<file path="config.mk">
export PLATFORM = sky130hd
export DESIGN_NAME = bits_ifetch_flat
export DESIGN_NICKNAME = d
export VERILOG_FILES = /design/src/rtl/bits_ifetch_if.sv /design/src/rtl/bits_ifetch.sv /design/src/flat_wrapper.sv
export SDC_FILE = /design/constraint.sdc
export NUM_CORES = 1
export LEC_CHECK = 0
export BUFFER_PORTS_ARGS = -buffer_cell sky130_fd_sc_hd__buf_2
export CORE_MARGIN = 8
export CORE_UTILIZATION = 40
export CTS_CLUSTER_SIZE = 8
export DETAILED_ROUTE_END_ITERATION = 6
export PLACE_DENSITY = 0.6
export REMOVE_ABC_BUFFERS = 1
export SLEW_MARGIN = 30
export SYNTH_ARGS = -nofsm -noshare
export SYNTH_HDL_FRONTEND = slang
export SYNTH_SLANG_ARGS = --single-unit
</file>
<file path="constraint.sdc">
create_clock -name clk -period 6.7 [get_ports clk]
set_input_delay 1.005 -clock clk [delete_from_list [all_inputs] [get_ports clk]]
set_output_delay 1.005 -clock clk [all_outputs]
set_load 0.005 [all_outputs]
</file>
<file path="src/rtl/bits_ifetch_if.sv">
// rtl/bits_ifetch_if.sv - imem read bus and decode-core window bundle for bits_ifetch
interface bits_ifetch_if;
  logic         imem_ceb;
  logic [15:0]  imem_addr;
  logic [63:0]  imem_rdata;
  logic         consume_en;
  logic [4:0]   consume_bytes;
  logic [127:0] instruction_word;
  logic [15:0]  instruction_byte_valid;

  modport master (
    output imem_ceb, imem_addr, instruction_word, instruction_byte_valid,
    input  imem_rdata, consume_en, consume_bytes
  );

  modport slave (
    input  imem_ceb, imem_addr, instruction_word, instruction_byte_valid,
    output imem_rdata, consume_en, consume_bytes
  );
endinterface

</file>
<file path="src/rtl/bits_ifetch.sv">
// rtl/bits_ifetch.sv - instruction fetch/alignment stage feeding a 16-byte window to the decode core
module bits_ifetch #(
  parameter logic [15:0] BASE_ADDR = 16'h0000
) (
  input  logic        clk,
  input  logic        resetB,
  input  logic        start,
  input  logic [15:0] expectedBytes,
  bits_ifetch_if.master bus,
  output logic        done_reading_memory,
  output logic        busy,
  output logic        err_underflow
);

  typedef enum logic [1:0] {S_IDLE, S_RUN, S_DONE} state_t;

  state_t       state_q, state_d;
  logic [15:0]  exp_q, exp_d;
  logic [15:0]  issued_q, issued_d;
  logic [15:0]  returned_q, returned_d;
  logic [4:0]   valid_q, valid_d;
  logic         inflight_q, inflight_d;
  logic [127:0] word_q, word_d;
  logic         err_q, err_d;

  logic         issue;
  logic [15:0]  rem_iss, rem_ret, iss_n;
  logic [3:0]   ret_n;
  logic [4:0]   take, v;
  logic [63:0]  ret_mask;
  logic [127:0] win;

  always_comb begin
    state_d    = state_q;
    exp_d      = exp_q;
    issued_d   = issued_q;
    returned_d = returned_q;
    valid_d    = valid_q;
    inflight_d = 1'b0;
    word_d     = word_q;
    err_d      = err_q;
    win        = word_q;
    v          = valid_q;

    rem_iss  = exp_q - issued_q;
    rem_ret  = exp_q - returned_q;
    iss_n    = (rem_iss > 16'd8) ? 16'd8 : rem_iss;
    ret_n    = (rem_ret >= 16'd8) ? 4'd8 : rem_ret[3:0];
    take     = (bus.consume_bytes > valid_q) ? valid_q : bus.consume_bytes;
    ret_mask = ~(64'hFFFF_FFFF_FFFF_FFFF >> {ret_n, 3'b000});

    // Registered occupancy only: a consume in this cycle does not open room for a read.
    issue = !resetB && (state_q == S_RUN) && !start && (issued_q < exp_q) &&
            ({1'b0, valid_q} + (inflight_q ? 6'd8 : 6'd0) <= 6'd8);

    if (start) begin
      state_d    = (expectedBytes == 16'd0) ? S_DONE : S_RUN;
      exp_d      = expectedBytes;
      issued_d   = 16'd0;
      returned_d = 16'd0;
      valid_d    = 5'd0;
      word_d     = 128'd0;
      err_d      = 1'b0;
    end else begin
      if (bus.consume_en && state_q != S_IDLE) begin
        win = word_q << {take, 3'b000};
        v   = valid_q - take;
        if (bus.consume_bytes > valid_q) err_d = 1'b1;
      end
      // Returning bytes land right after whatever survived this cycle's consume.
      if (inflight_q) begin
        win        = win | ({bus.imem_rdata & ret_mask, 64'd0} >> {v, 3'b000});
        v          = v + {1'b0, ret_n};
        returned_d = returned_q + {12'd0, ret_n};
      end
      word_d     = win;
      valid_d    = v;
      inflight_d = issue;
      if (issue) issued_d = issued_q + iss_n;
      if (state_q == S_RUN && issued_q == exp_q && returned_q == exp_q) state_d = S_DONE;
    end
  end

  always_ff @(posedge clk) begin
    if (resetB) begin
      state_q    <= S_IDLE;
      exp_q      <= 16'd0;
      issued_q   <= 16'd0;
      returned_q <= 16'd0;
      valid_q    <= 5'd0;
      inflight_q <= 1'b0;
      word_q     <= 128'd0;
      err_q      <= 1'b0;
    end else begin
      state_q    <= state_d;
      exp_q      <= exp_d;
      issued_q   <= issued_d;
      returned_q <= returned_d;
      valid_q    <= valid_d;
      inflight_q <= inflight_d;
      word_q     <= word_d;
      err_q      <= err_d;
    end
  end

  always_comb begin
    bus.instruction_byte_valid = 16'd0;
    for (int i = 0; i < 16; i++) begin
      bus.instruction_byte_valid[15-i] = (i < int'(valid_q));
    end
  end

  assign bus.imem_ceb         = ~issue;
  assign bus.imem_addr        = issue ? (BASE_ADDR + {3'b000, issued_q[15:3]}) : 16'd0;
  assign bus.instruction_word = word_q;
  assign done_reading_memory  = (state_q == S_DONE);
  assign busy                 = (state_q == S_RUN);
  assign err_underflow        = err_q;

endmodule

</file>
<file path="src/flat_wrapper.sv">
// flat-port wrapper written by rule: the top's interface ports become plain ports
module bits_ifetch_flat 
#(
  parameter logic [15:0] BASE_ADDR = 16'h0000
)
  (clk, resetB, start, expectedBytes, done_reading_memory, busy, err_underflow, bus_imem_ceb, bus_imem_addr, bus_instruction_word, bus_instruction_byte_valid, bus_imem_rdata, bus_consume_en, bus_consume_bytes);
  bits_ifetch_if bus_i ();
  input  logic clk;
  input  logic resetB;
  input  logic start;
  input  logic [15:0] expectedBytes;
  output logic done_reading_memory;
  output logic busy;
  output logic err_underflow;
  output wire logic [$bits(bus_i.imem_ceb)-1:0] bus_imem_ceb;
  output wire logic [$bits(bus_i.imem_addr)-1:0] bus_imem_addr;
  output wire logic [$bits(bus_i.instruction_word)-1:0] bus_instruction_word;
  output wire logic [$bits(bus_i.instruction_byte_valid)-1:0] bus_instruction_byte_valid;
  input wire logic [$bits(bus_i.imem_rdata)-1:0] bus_imem_rdata;
  input wire logic [$bits(bus_i.consume_en)-1:0] bus_consume_en;
  input wire logic [$bits(bus_i.consume_bytes)-1:0] bus_consume_bytes;
  assign bus_imem_ceb = bus_i.imem_ceb;
  assign bus_imem_addr = bus_i.imem_addr;
  assign bus_instruction_word = bus_i.instruction_word;
  assign bus_instruction_byte_valid = bus_i.instruction_byte_valid;
  assign bus_i.imem_rdata = bus_imem_rdata;
  assign bus_i.consume_en = bus_consume_en;
  assign bus_i.consume_bytes = bus_consume_bytes;
  bits_ifetch #(.BASE_ADDR(BASE_ADDR)) u_core (.clk(clk), .resetB(resetB), .start(start), .expectedBytes(expectedBytes), .bus(bus_i), .done_reading_memory(done_reading_memory), .busy(busy), .err_underflow(err_underflow));
endmodule
</file>
# Yosys cells after proc, flatten, opt, wreduce, memory -nomap -nowiden
# Cells that the tools add are included.
[totals]
reg_bits = 185
in_bits = 89
out_inout_bits = 164
elab_cells = 75
[op_classes]
add_sub_neg = 7
magnitude_cmp = 21
n_eq_ne = 4
n_shift = 3
muxes = 14
n_bitwise = 4
reduce_logical = 14
[ops]
columns = ["cell", "n"]
rows = [
  ["$mux 128", 3],
  ["$or 128x128->128", 1],
  ["$shl 128x8->128", 1],
  ["$shr 128x8->128", 1],
  ["$and 64x64->64", 1],
  ["$not 64->64", 1],
  ["$shr 64x7->64 const A", 1],
  ["$lt 4x5->1 const A", 8],
  ["$eq 16x16->1", 2],
  ["$sub 16x16->16", 2],
  ["$lt 3x5->1 const A", 4],
  ["$mux 5", 4],
  ["$add 16x16->16", 1],
  ["$add 16x4->16", 1],
  ["$ge 16x4->1 const B", 1],
  ["$gt 16x4->1 const B", 1],
  ["$logic_not 16->1", 1],
  ["$lt 16x16->1", 1],
  ["$mux 16", 1],
  ["$mux 13", 1],
  ["$lt 1x5->1 const A", 2],
  ["$lt 2x5->1 const A", 2],
  ["$mux 4", 2],
  ["$logic_and 1x1->1", 7],
  ["13 further kinds", 17],
]

# Depth between registers and ports, before layout
[logic_depth]
word_depth = 9
mapped_depth = 26
ltp_nobuf = 23

# Worst setup path before layout
# Ideal clock, no wire load.
[synth_timing]
kind = "input port to flip-flop"
startpoint = "input bus_consume_bytes[3]"
endpoint = "register u_core.valid_q[4]"
setup_time_ns = 0.128
t_arrival_ns = 6.219
t_required_ns = 6.572
slack_ns = 0.353
path_stages = 22
n_path_buf = 6
path_cell_list = "ha_1 > and3_1 > o21ai_0 > a32oi_1 > mux2i_1 > inv_2 > buf_2 > buf_2 > buf_1 > ha_1 > inv_1 > fa_1 > a21oi_1 > clkbuf_1 > clkbuf_1 > buf_1 > fa_1 > nor2b_1 > o21a_1 > o21ai_0 > xnor2_1 > nor2_1"
[synth_via]
elab_chain_len = 7
[synth_lines]
columns = ["element", "line", "text"]
rows = [
  ["start: declaration", "flat_wrapper.sv:21", "input wire logic [$bits(bus_i.consume_bytes)-1:0] bus_consume_bytes;"],
  ["$gt 5x5->1", "bits_ifetch.sv:49", "take = (bus.consume_bytes > valid_q) ? valid_q : bus.consume_bytes;"],
  ["$mux 5 *", "bits_ifetch.sv:49", ""],
  ["$sub 5x5->5 *", "bits_ifetch.sv:67", "v = valid_q - take;"],
  ["$mux 5 *", "bits_ifetch.sv:65", "if (bus.consume_en && state_q != S_IDLE) begin"],
  ["$mux 5 *", "bits_ifetch.sv:56", "if (start) begin"],
  ["$add 5x4->5", "bits_ifetch.sv:73", "v = v + {1'b0, ret_n};"],
  ["$mux 5 *", "bits_ifetch.sv:71", "if (inflight_q) begin"],
  ["end signal: assignment", "bits_ifetch.sv:99", "valid_q <= valid_d;"],
  ["end: declaration", "bits_ifetch.sv:21", "logic [4:0] valid_q, valid_d;"],
]
# Mark *: on every way between the ends. The rest lies on a longest branch, timed or not. The select of a mux whose other input is x is not followed.
# A chain may end at the register's enable or synchronous reset.

# Final worst setup path
[layout_timing]
startpoint = "register u_core.valid_q[2]"
endpoint = "register u_core.word_q[121] (netlist: u_core.bus.instruction_word[121])"
[layout_via]
elab_chain_len = 8
elab_cells_between_ends = 11
classes_between = "1 x add/sub; 1 x order compare; 2 x shift; 6 x mux; 1 x bitwise"
[layout_lines]
columns = ["element", "line", "text"]
rows = [
  ["$gt 5x5->1", "bits_ifetch.sv:49", ""],
  ["$mux 5", "bits_ifetch.sv:49", ""],
  ["$sub 5x5->5", "bits_ifetch.sv:67", ""],
  ["$mux 5", "bits_ifetch.sv:65", ""],
  ["$mux 5", "bits_ifetch.sv:56", ""],
  ["$shr 128x8->128", "bits_ifetch.sv:72", "win = win | ({bus.imem_rdata & ret_mask, 64'd0} >> {v, 3'b000});"],
  ["$or 128x128->128", "bits_ifetch.sv:72", ""],
  ["$mux 128 *", "bits_ifetch.sv:71", ""],
  ["end signal: assignment", "bits_ifetch.sv:101", "word_q <= word_d;"],
  ["end: declaration", "bits_ifetch.sv:23", "logic [127:0] word_q, word_d;"],
]
# Marks and branches as above.

==> metrics <==
P_leak 8.38 nW; gr usage total 0.308; clk_skew ~16 ps; TritonCTS Sinks about 190; H-tree Lvls 4; number of hold buffers added after CTS 0; Remaining DRCs 2; worst-case clock buffer depth 2; Worst-Margin Slew 1100 ps; largest net degree at the start of global routing around 130; Chip Width approximately 230 um; area leader, netlist dfxtp_1; synthesized flop and latch total 185; GRT overflow 0; Clock Pin Slew Worst Setup and Hold Paths around 70 ps; antenna viol nets, final 0; Critical Path AT 6230 ps; top post-synthesis cells by area dfxtp_1 (21%), mux2i_1 (15%), nand2_1 (6.8%); DP Cell Count 3129; cell row count 77; post-CTS resize count 0; final hold violations 0; Tcrit/Tclk final 0.868; gp weighted congestion 1.01; top_reg_cell synth dfxtp_1; Area growth syn-to-layout 14.1%; slowest stage delay, CP 760 ps; pre-CTS WS 621 ps; Worst Setup Start Kind register; Power Dens Cells about 170 nW/um2; crit path max fanout 14; Starting Density 0.403; Detailed Route WL between 80000 and 90000 um; most used cell, CP a21oi_1; maxcap violations 0; mapped cell area roughly 18000 um2; Setup Fix Bufs, Post-CTS 0; number of flops mapped to enable cells by yosys 0; Final setup viols 0; design area 20300 um2; NumNets Final roughly 2700; Die ar. a little over 50000 um2; vias in the first global route ~20000; sequential cell area fraction in the yosys report 0.209; RSZ-0062 raised after global routing false; synth warn 0; Util after Layout 0.460; hpwl dp between 50000 and 60000 um; root buf cell clkbuf_16; DP Area 19700 um2; Synth Instances 2396; FMAX 0.172 GHz; Pins Over Slew Limit 0; final worst setup slack around 900 ps; Hold WC Path Type register to register; Setup CP Type register to register; routed len/inst 26.2 um; Detailed Routing Iterations Pass 1 7; share of cells above drive strength 1 0.152; PortBufs roughly 250; max_slew headroom 0.264; total CTS buffers 17; VDD IR max 0.000148 V; total number of vias 20700; CTS tree built; Synth cell types 82; failing checks DRC; CP endpoint kind register; Post-Syn Area per Cell 7.41 um2; Final Instance Count excl. Fillers 3160; clk_lat worst skew 480 ps; number of DRC markers in iteration 0 between 2000 and 3000; Worst EP required 7110 ps; ys async rst share 0; Vias per Instance 6.56; # IOs 253; share of the synthesized area in the top cell type 0.209; Die H 227 um; first-pass GRT wire length around 120000 um; core area 44000 um2; initial antenna violation count 1; CP Cell Sequence clkinv_1 > ha_1 > and3_1 > o21ai_0 > a32oi_1 > buf_4 > mux2i_4 > inv_6 > ha_1 > inv_1 > fa_1 > a21o_1 > a21oi_1 > or4b_2 > a21oi_1 > a21oi_1 > nand2_1 > nor2_2 > buf_4 > and3_1 > a221oi_1 > nor2_1; Total Power roughly 3.4 mW; crit path max-delay cell type and3_1; outcome finished with violations; minimum clock period 5820 ps
==> routing by layer <==
layer / GRT usage / vias to the layer above / part of all wire
li1: - / 9254 / -
met1: 0.385 / 9788 / 0.39
met2: 0.481 / 1383 / 0.44
met3: 0.0709 / 319 / 0.11
met4: 0.179 / 0 / 0.061
met5: 0 / - / 0
==> synthesized netlist by cell type, types with 15 or more instances <==
master,count
o22ai_1,44
xnor2_1,25
clkbuf_1,136
a21o_1,27
or3_1,28
a21oi_1,180
and2_1,16
mux2i_1,267
o21a_1,51
a2111oi_0,19
a22o_1,28
dfxtp_1,185
a221oi_1,52
and3_1,32
nor2b_1,19
o21ai_0,103
a211oi_1,46
nor3_1,29
ha_1,62
nand3_1,48
inv_1,76
o311a_1,16
nand2_1,321
a22oi_1,24
buf_2,25
nor2_1,216
a31oi_1,38
buf_1,15
==> cells by family (layout without fill, tap and decap cells) <==
| kind of cell | count (synthesis) | count (layout) | synth area share |
|---|---|---|---|
| mux | 280 | 280 | 0.159 |
| flops | 185 | 185 | 0.209 |
| other cells | 1 | 15 | 0.000211 |
| compound gates | 787 | 787 | 0.307 |
| buf+inv | 263 | 421 | 0.0588 |
| simple gates | 773 | 773 | 0.197 |
| xor+xnor | 39 | 39 | 0.0192 |
| fa+ha+maj | 68 | 68 | 0.0499 |
==> worst paths after layout <==
check / startpoint / to / slack, ps / cells past startpoint
worst min register to register: u_core.issued_q[15] / u_core.issued_q[15] / 470 / 2
worst min-delay path: u_core.issued_q[15] / u_core.issued_q[15] / 470 / 2
worst max-delay path: u_core.valid_q[2] / u_core.bus.instruction_word[121] / 880 / 22
worst max register to register: u_core.valid_q[2] / u_core.bus.instruction_word[121] / 880 / 22
==> cell usage in the layout (no fill, tap or decap), drive strengths merged, types with 44 or more instances in the layout <==
cell | synthesis | final
o21a | 51 | 51
o22ai | 44 | 44
a221oi | 52 | 52
nor2 | 217 | 217
dfxtp | 185 | 185
inv | 78 | 80
a21oi | 182 | 182
a211oi | 47 | 47
ha | 62 | 62
mux2i | 267 | 267
o21ai | 110 | 110
nand3 | 48 | 48
buf | 46 | 310
nand2 | 321 | 321
==> state kept, by name, indices dropped and copies added (netlist names), named ones only <==
| signal | count |
|---|---|
| u_core.state_q | 2 |
| u_core.exp_q | 16 |
| u_core.bus.instruction_word | 128 |
| u_core.err_underflow | 1 |
| u_core.issued_q | 15 |
| u_core.inflight_q | 1 |
| u_core.valid_q | 5 |
| u_core.returned_q | 15 |
==> worst max-delay path, delay by kind of cell (launching register included) <==
family / cells / cell delay [ps]
buffers and inverters: 5 / 1020
AND/OR/NAND/NOR: 6 / 1900
flip-flops: 1 / 470
AO/OA/AOI/OAI: 7 / 1380
adder cells (fa/ha/maj): 3 / 910
multiplexers: 1 / 90
==> cell type report <==
cell class                 count  area (um2)
inverter                      81         309
fill                        4519       23800
tap                          592         741
clock buffer                  19         443
antenna                        1        2.50
clock inverter                11         146
multi-input combinational   1961       13200
sequential                   185        3700
timing repair buffer         310        1740
==> through the flow <==
step | hold WS (ps) | setup TNS [ps]
after floorplan | 435 | -482200
after global placement | 445 | 0
after detailed placement | 457 | 0
after CTS | 468 | 0
after global routing | 490 | 0
final | 466 | 0
==> report_power, final <==
part / switching (mW) / total [mW] / internal [mW]
Clock: 0.516 / 1.11 / 0.594
Combinational: 0.756 / 1.14 / 0.382
Sequential: 0.0222 / 1.14 / 1.11
Total: 1.29 / 3.38 / 2.09
Power figures use the tool's default switching activity.
